[config.mk]
export PLATFORM = sky130hd
export DESIGN_NAME = instruction_decoder
export DESIGN_NICKNAME = d
export VERILOG_FILES = /design/src/rtl/rv32_decode_pkg.sv /design/src/rtl/imm_packer.sv /design/src/rtl/instruction_decoder.sv
export SDC_FILE = /design/constraint.sdc
export NUM_CORES = 1
export LEC_CHECK = 0
export ABC_AREA = 1
export CORE_ASPECT_RATIO = 1.2
export CORE_MARGIN = 5
export CORE_UTILIZATION = 50
export CTS_CLUSTER_SIZE = 8
export DETAILED_ROUTE_END_ITERATION = 12
export GPL_TIMING_DRIVEN = 1
export MAX_ROUTING_LAYER = met4
export PLACE_DENSITY = 0.85
export SETUP_SLACK_MARGIN = 0.3
export SYNTH_ARGS = -nofsm -noshare
export SYNTH_HDL_FRONTEND = slang
export SYNTH_SLANG_ARGS = --single-unit
export TNS_END_PERCENT = 10
[constraint.sdc]
create_clock -name clk -period 3.7 [get_ports clk]
set_clock_uncertainty 0.2 [all_clocks]
set_input_delay 1.11 -clock clk [delete_from_list [all_inputs] [get_ports clk]]
set_output_delay 1.11 -clock clk [all_outputs]
set_load 0.02 [all_outputs]
[src/rtl/rv32_decode_pkg.sv]
// RV32I decode constants: major opcodes and the instruction format code.
package rv32_decode_pkg;

   localparam logic [6:0] OP_REG    = 7'b0110011;
   localparam logic [6:0] OP_IMM    = 7'b0010011;
   localparam logic [6:0] OP_LOAD   = 7'b0000011;
   localparam logic [6:0] OP_JALR   = 7'b1100111;
   localparam logic [6:0] OP_SYSTEM = 7'b1110011;
   localparam logic [6:0] OP_FENCE  = 7'b0001111;
   localparam logic [6:0] OP_STORE  = 7'b0100011;
   localparam logic [6:0] OP_BRANCH = 7'b1100011;
   localparam logic [6:0] OP_LUI    = 7'b0110111;
   localparam logic [6:0] OP_AUIPC  = 7'b0010111;
   localparam logic [6:0] OP_JAL    = 7'b1101111;

   typedef enum logic [2:0] {
      FMT_R   = 3'd0,
      FMT_I   = 3'd1,
      FMT_S   = 3'd2,
      FMT_B   = 3'd3,
      FMT_U   = 3'd4,
      FMT_J   = 3'd5,
      FMT_ILL = 3'd7
   } fmt_e;

   function automatic fmt_e classify(input logic [6:0] op);
      case (op)
         OP_REG:    return FMT_R;
         OP_IMM,
         OP_LOAD,
         OP_JALR,
         OP_SYSTEM,
         OP_FENCE:  return FMT_I;
         OP_STORE:  return FMT_S;
         OP_BRANCH: return FMT_B;
         OP_LUI,
         OP_AUIPC:  return FMT_U;
         OP_JAL:    return FMT_J;
         default:   return FMT_ILL;
      endcase
   endfunction

endpackage

[src/rtl/imm_packer.sv]
// Gathers the scattered immediate bits of each format into a dense,
// zero-padded field; sign extension is left to the consumer.
module imm_packer
   import rv32_decode_pkg::*;
(
   input  logic [31:7] instr,
   input  fmt_e        fmt,
   output logic [19:0] raw_imm
);

   always_comb begin
      raw_imm = '0;
      case (fmt)
         FMT_I: raw_imm = {8'd0, instr[31:20]};
         FMT_S: raw_imm = {8'd0, instr[31:25], instr[11:7]};
         // B and J drop imm[0], which is always zero
         FMT_B: raw_imm = {8'd0, instr[31], instr[7],
                           instr[30:25], instr[11:8]};
         FMT_U: raw_imm = instr[31:12];
         FMT_J: raw_imm = {instr[31], instr[19:12],
                           instr[20], instr[30:21]};
         default: raw_imm = '0;
      endcase
   end

endmodule

[src/rtl/instruction_decoder.sv]
// Registered RV32I field decoder: one instruction captured per valid cycle,
// fields and packed immediate presented one cycle later.
module instruction_decoder
   import rv32_decode_pkg::*;
(
   input  logic        clk,
   input  logic        reset,
   input  logic        instr_valid,
   input  logic [31:0] instr,
   output logic        out_valid,
   output logic [6:0]  opcode,
   output logic [2:0]  funct3,
   output logic [6:0]  funct7,
   output logic [4:0]  rs1,
   output logic [4:0]  rs2,
   output logic [4:0]  rd,
   output logic [19:0] raw_imm,
   output logic [2:0]  fmt,
   output logic        illegal
);

   fmt_e        fmt_d;
   logic [19:0] imm_d;

   assign fmt_d = classify(instr[6:0]);

   imm_packer u_imm_packer (
      .instr   (instr[31:7]),
      .fmt     (fmt_d),
      .raw_imm (imm_d)
   );

   always_ff @(posedge clk or posedge reset) begin
      if (reset) begin
         out_valid <= 1'b0;
         opcode    <= '0;
         funct3    <= '0;
         funct7    <= '0;
         rs1       <= '0;
         rs2       <= '0;
         rd        <= '0;
         raw_imm   <= '0;
         fmt       <= '0;
         illegal   <= 1'b0;
      end else begin
         out_valid <= instr_valid;
         if (instr_valid) begin
            opcode  <= instr[6:0];
            funct3  <= instr[14:12];
            funct7  <= instr[31:25];
            rs1     <= instr[19:15];
            rs2     <= instr[24:20];
            rd      <= instr[11:7];
            raw_imm <= imm_d;
            fmt     <= fmt_d;
            illegal <= (fmt_d == FMT_ILL);
         end
      end
   end

endmodule

=== After elaboration in Yosys (flattened, before gate mapping) ===
Index checks and enable logic that the tools add are counted.

* Add/sub/neg operators: 0
* Multipliers: 0
* Div/mod/pow operators: 0
* $lt $le $gt $ge: 0
* Eq/ne operators: 17
* Shift-type cells: 0
* Muxes and demuxes: 2
* Bitwise logic cells: 0
* Reduce and logical (&&, ||, !) cells: 2

{| class="wikitable"
|+ Operators by type and width
! operator !! count
|-
| 20-bit case mux with 5 select lines || 1
|-
| 7-bit == test, second input constant || 4
|-
| 7-bit by 6-bit == test with 1-bit output, second input constant || 3
|-
| 3-bit case mux with 6 select lines || 1
|-
| 7-bit by 5-bit == test with 1-bit output, second input constant || 2
|-
| 3-bit == test, second input constant || 3
|-
| 7-bit by 2-bit == test with 1-bit output, second input constant || 1
|-
| 7-bit by 4-bit == test with 1-bit output, second input constant || 1
|-
| 3-bit by 2-bit == test with 1-bit output, second input constant || 2
|-
| 5-bit OR reduction || 1
|-
| 3-bit by 1-bit == test with 1-bit output, second input constant || 1
|-
| 2-bit OR reduction || 1
|}

* Register bits after elaboration: 57
* Bits in latches: 0
* Memory bits (writable): 0
* Bits in read-only memories: 0
* Input bits: 35
* Output and inout port bits: 57
* Logic and storage cells: 31
* Memories: 0

=== Depth between registers and ports, before layout ===
Gate-level depths: netlist of run 1.

* Depth in word-level cells: 5
* Mapped depth: 19
* Mapped depth without buffers: 19

=== Hierarchy ===
A second synthesis of run 1 with hierarchy kept.

* Cell total of the unflattened synthesis: 402
* Area, all modules: 2835.2 sq um

{| class="wikitable"
|+ Modules (own cells, without submodules)
! module !! times used !! cells each !! area each (sq um) !! sequential area each (sq um)
|-
| instruction_decoder || 1 || 277 || 2311.0 || 1426.4
|-
| imm_packer || 1 || 125 || 524.3 || 0.0
|}

=== Worst setup path after synthesis of run 1 ===
OpenSTA, ideal clock, no wires.

* Path kind: input-to-reg
* Start: in instr[1]
* End: reg raw_imm[12]
* Setup time: 66 ps
* Arrival time: 2719 ps
* Required time: 3434 ps
* Slack: 716 ps
* Cell stages on the path: 16
* Path buffers: 1
* Path through: nand2_2 -> inv_1 -> nand2_1 -> nor2_2 -> inv_1 -> ha_1 -> o21ai_2 -> nand2_2 -> nor2_8 -> nand2_4 -> inv_4 -> buf_6 -> nand2_1 -> o21ai_1 -> nand2_1 -> nand2_1

* Word-level cells in the longest chain between the ends: 5
* Elaborated cells on any way between the ends: 20
* Those cells by class: eq/ne: 16; mux: 2; reduce/logical: 2

{| class="wikitable"
|+ RTL lines
! what !! line !! source
|-
| start: declaration || instruction_decoder.sv:9 || <nowiki>input logic [31:0] instr,</nowiki>
|-
| 7-bit by 5-bit == test with 1-bit output (tied with other cells) || rv32_decode_pkg.sv:27 || <nowiki>case (op)</nowiki>
|-
| 5-bit OR reduction / 2-bit OR reduction (equally long branches) || rv32_decode_pkg.sv:27 ||
|-
| 3-bit case mux with 6 select lines (*) || rv32_decode_pkg.sv:27 ||
|-
| 3-bit == test (tied with other cells) || imm_packer.sv:13 || <nowiki>case (fmt)</nowiki>
|-
| 20-bit case mux with 5 select lines (*) || imm_packer.sv:13 ||
|-
| end signal: assignment || instruction_decoder.sv:54 || <nowiki>raw_imm <= imm_d;</nowiki>
|-
| end: declaration || instruction_decoder.sv:17 || <nowiki>output logic [19:0] raw_imm,</nowiki>
|}

Mark *: on every way between the ends. The rest lies on a longest branch, timed or not.
A chain may end at the register's enable or synchronous reset.

=== Worst setup path after layout of run 1 ===
* Start: in instr[1]
* End: reg raw_imm[1]

The elaborated chain is that of the path after synthesis.

==> results of run 1 <==
==> synth_stat cells, drive strengths merged <==
library cell / number / area, sq um
nor3: 1 / 5.00
ha: 1 / 12.5
a21oi: 1 / 5.00
clkbuf: 10 / 37.5
a21boi: 1 / 7.51
dfrtp: 57 / 1430
nand2: 193 / 782
nor2: 27 / 165
nand3: 19 / 125
nand4: 8 / 50.1
o21ai: 32 / 164
buf: 2 / 18.8
o21a: 1 / 7.51
inv: 27 / 104
==> worst max-delay path, stage by stage <==
cell and delay, ns:
clkdlybuf4s50_1 0.49, nand2_2 0.12, nor2_4 0.17, nand3_2 0.10, nand2_4 0.07, inv_2 0.06
ha_1 0.21, inv_1 0.07, nor2_2 0.05, nor2_1 0.11, nand2_2 0.16, buf_4 0.18
nand4_1 0.09, nand2_1 0.06, inv_1 0.04, nand2_1 0.05, nand2_1 0.08, nand2_1 0.06
==> per-layer routing <==
metal | up-vias | GRT usage (%)
met5 | - | -
met4 | 0 | 9.89
met3 | 30 | 5.01
met2 | 130 | 39.0
met1 | 1326 | 27.6
li1 | 1401 | -
==> state kept, by name (all words and copies together) (netlist names) <==
name       cells
fmt            3
opcode         7
rs1            5
raw_imm       20
rs2            5
illegal        1
funct7         7
rd             5
funct3         3
out_valid      1
==> kinds of logic after synthesis <==
family	after synthesis	share of synthesized area, %
AND/OR/NAND/NOR	248	38.7
buffers and inverters	39	5.50
adder cells (fa/ha/maj)	1	0.430
flip-flops	57	49.0
AO/OA/AOI/OAI	35	6.32
==> cell type report <==
class / count / area share (%)
Clock inverter: 6 / 1.95
Multi-Input combinational cell: 284 / 32.1
Sequential cell: 57 / 33.7
Timing Repair Buffer: 106 / 24.4
Clock buffer: 10 / 3.02
Inverter: 27 / 2.45
Tap cell: 80 / 2.37
==> what timing repair did <==
item | 4_1_cts | 5_1_grt
setup endpoints to repair | 0 | 19
resized for setup | 0 | 8
hold buffers | 0 | 0
setup buffers | 0 | 7
==> worst max-delay path by stage <==
stage                     startpoint                       to  slack [ns]  cells after the start
after floorplan             instr[1]  raw_imm[12]$_DFFE_PP0P_        0.72                     16
after CTS                   instr[1]   raw_imm[8]$_DFFE_PP0P_        0.38                     16
after detailed placement    instr[1]  raw_imm[11]$_DFFE_PP0P_        0.04                     11
final                       instr[1]   raw_imm[1]$_DFFE_PP0P_        0.43                     18
after global routing        instr[0]   raw_imm[5]$_DFFE_PP0P_        0.30                     17
after global placement      instr[1]   raw_imm[4]$_DFFE_PP0P_        0.11                     17
==> report_power, final <==
part / switching, mW / total (mW) / internal [mW] / leakage (nW)
clock network: 0.253 / 0.629 / 0.375 / 0.106
logic: 0.159 / 0.285 / 0.126 / 1.25
registers: 0.0197 / 0.679 / 0.659 / 0.723
==> through the flow <==
stage	utilization [%]	hold slack, ns	cell area [sq um]	power (mW)	setup slack [ns]
finish	74.6	0.267	4230	1.59	0.430
global route	74.6	0.293	4230	1.65	0.295
CTS	73.2	0.274	4150	1.59	0.379
detailed placement	69.5	0.257	3940	0.971	0.0412
global placement	69.5	0.254	3940	0.968	0.108
floorplan	-	0.384	2910	0.819	0.716
==> flow_summary.ini, run 1 <==
[final_layout]
fillCellCount = 426
final_nets = 521
final_cell_mix = nand2_1, clkdlybuf4s50_1, dfrtp_1, o21ai_0, inv_1
drive_gt1_share_pct = 13.7
mostFrequentLayoutCell = nand2_1
multi_input_area_sq_um = 1360
diodes = 0
area_growth_pct = 45.4
fin_cells = 570
ff_latch_area_sq_um = 1430

[clock_tree]
h-tree-depth = 3
clock_latency_ns = 0.34
clockRootBuffer = clkbuf_8
clockBufferDepth = 2
cts_tree = built
cts_sinks = 57
clk_pin_slew_ns = 0.06
numCtsBuffers = 9

[status]
outcome = finished clean

[critical_path]
r2r_slack_ns = 2.80
critPathKind = in2reg
endpoint_kind = flop
r2r-start = fmt[2]$_DFFE_PP0P_
required_ns = 3.73
r2r_cells = 2
crit_path_start_kind = input pin
r2r_end = fmt[2]$_DFFE_PP0P_
crit_path_max_fanout = 8
cp.arrival_ns = 3.30

[timing]
slew_headroom_pct = 70.7
setup_viol = 0
min_period_ns = 3.27
finalHoldViolCount = 0
rsz0062_at_grt = false
fin_crit_sh_pct = 88.4
finalMaxSlewViolations = 0
tns_ns = 0
fmax_mhz = 306
worst_slew_pin_slew_ns = 0.438

[route]
ant_nets = 0
postRouteWirelength_um = 8270
vias = 2887
dr.pass1.iters = 6
drt-vias-per-instance = 5.06
route.detailed.wl_per_inst_um = 14.5
top_layer = met4
met3_length_um = 623
drc_errors = 0
drtIter0Drc = 219
met2_length_um = 4070
m1WireLength_um = 3380

[synth]
avgSynthCellArea_sq_um = 7.66
synthCells = 380
synth-seq-cells = 57
synth.cell_area_sq_um = 2910
ys_types = 26
seq_area_frac_synth_pct = 49.0
yosysWarnings = 0
syn_nets = 416

[die]
fp.dieH_um = 93.6
core_sq_um = 5670
initial_utilization_pct = 51.3
die_width_um = 79.6
rows = 30
ioPinCount = 92
die_area_sq_um = 7450

[grt]
gr-total-overflow = 0
grt_pass1_wl_um = 13000
grt_max_degree = 58
first_global_vias = 2749
grtUsageTotal_pct = 23.5
grt_antenna_before_repair = 0

[worst_hold_path]
hold_class = reg2reg
hold_path_end = opcode[1]$_DFFE_PP0P_
worstHoldStart = opcode[1]$_DFFE_PP0P_
holdPathStages = 2

[place]
port_buffers = 91
hpwlAfterDp_um = 6110
gp_congestion = 0.900
dp_cells = 547

[power_and_ir_drop]
powerDensity_nw_per_um2 = 377
ir_drop_uv = 256
p_leak_nw = 2.08

[run]
maxCapViolCount = 0
No activity file was read; power rests on OpenSTA's default activity.
==> inputs of run 2 (changes only) <==
--- a/constraint.sdc
+++ b/constraint.sdc
@@ -4,2 +4,2 @@
 set_output_delay 1.11 -clock clk [all_outputs]
-set_load 0.02 [all_outputs]
+set_load 0.005 [all_outputs]
==> results of run 2 <==
The final DEF is identical to that of run 1. Status: finished clean.
Among the figures that moved: total power 1.59 mW -> 1.55 mW; worst IR drop on VDD 256 uV -> 249 uV
==> inputs of run 3 (changes only) <==
Settings changed: CAP_MARGIN set to 20.
==> results of run 3 <==
The final DEF is identical to that of run 1. Status: finished clean.
Among the figures that moved: total power 1.59 mW -> 1.55 mW; worst IR drop on VDD 256 uV -> 249 uV
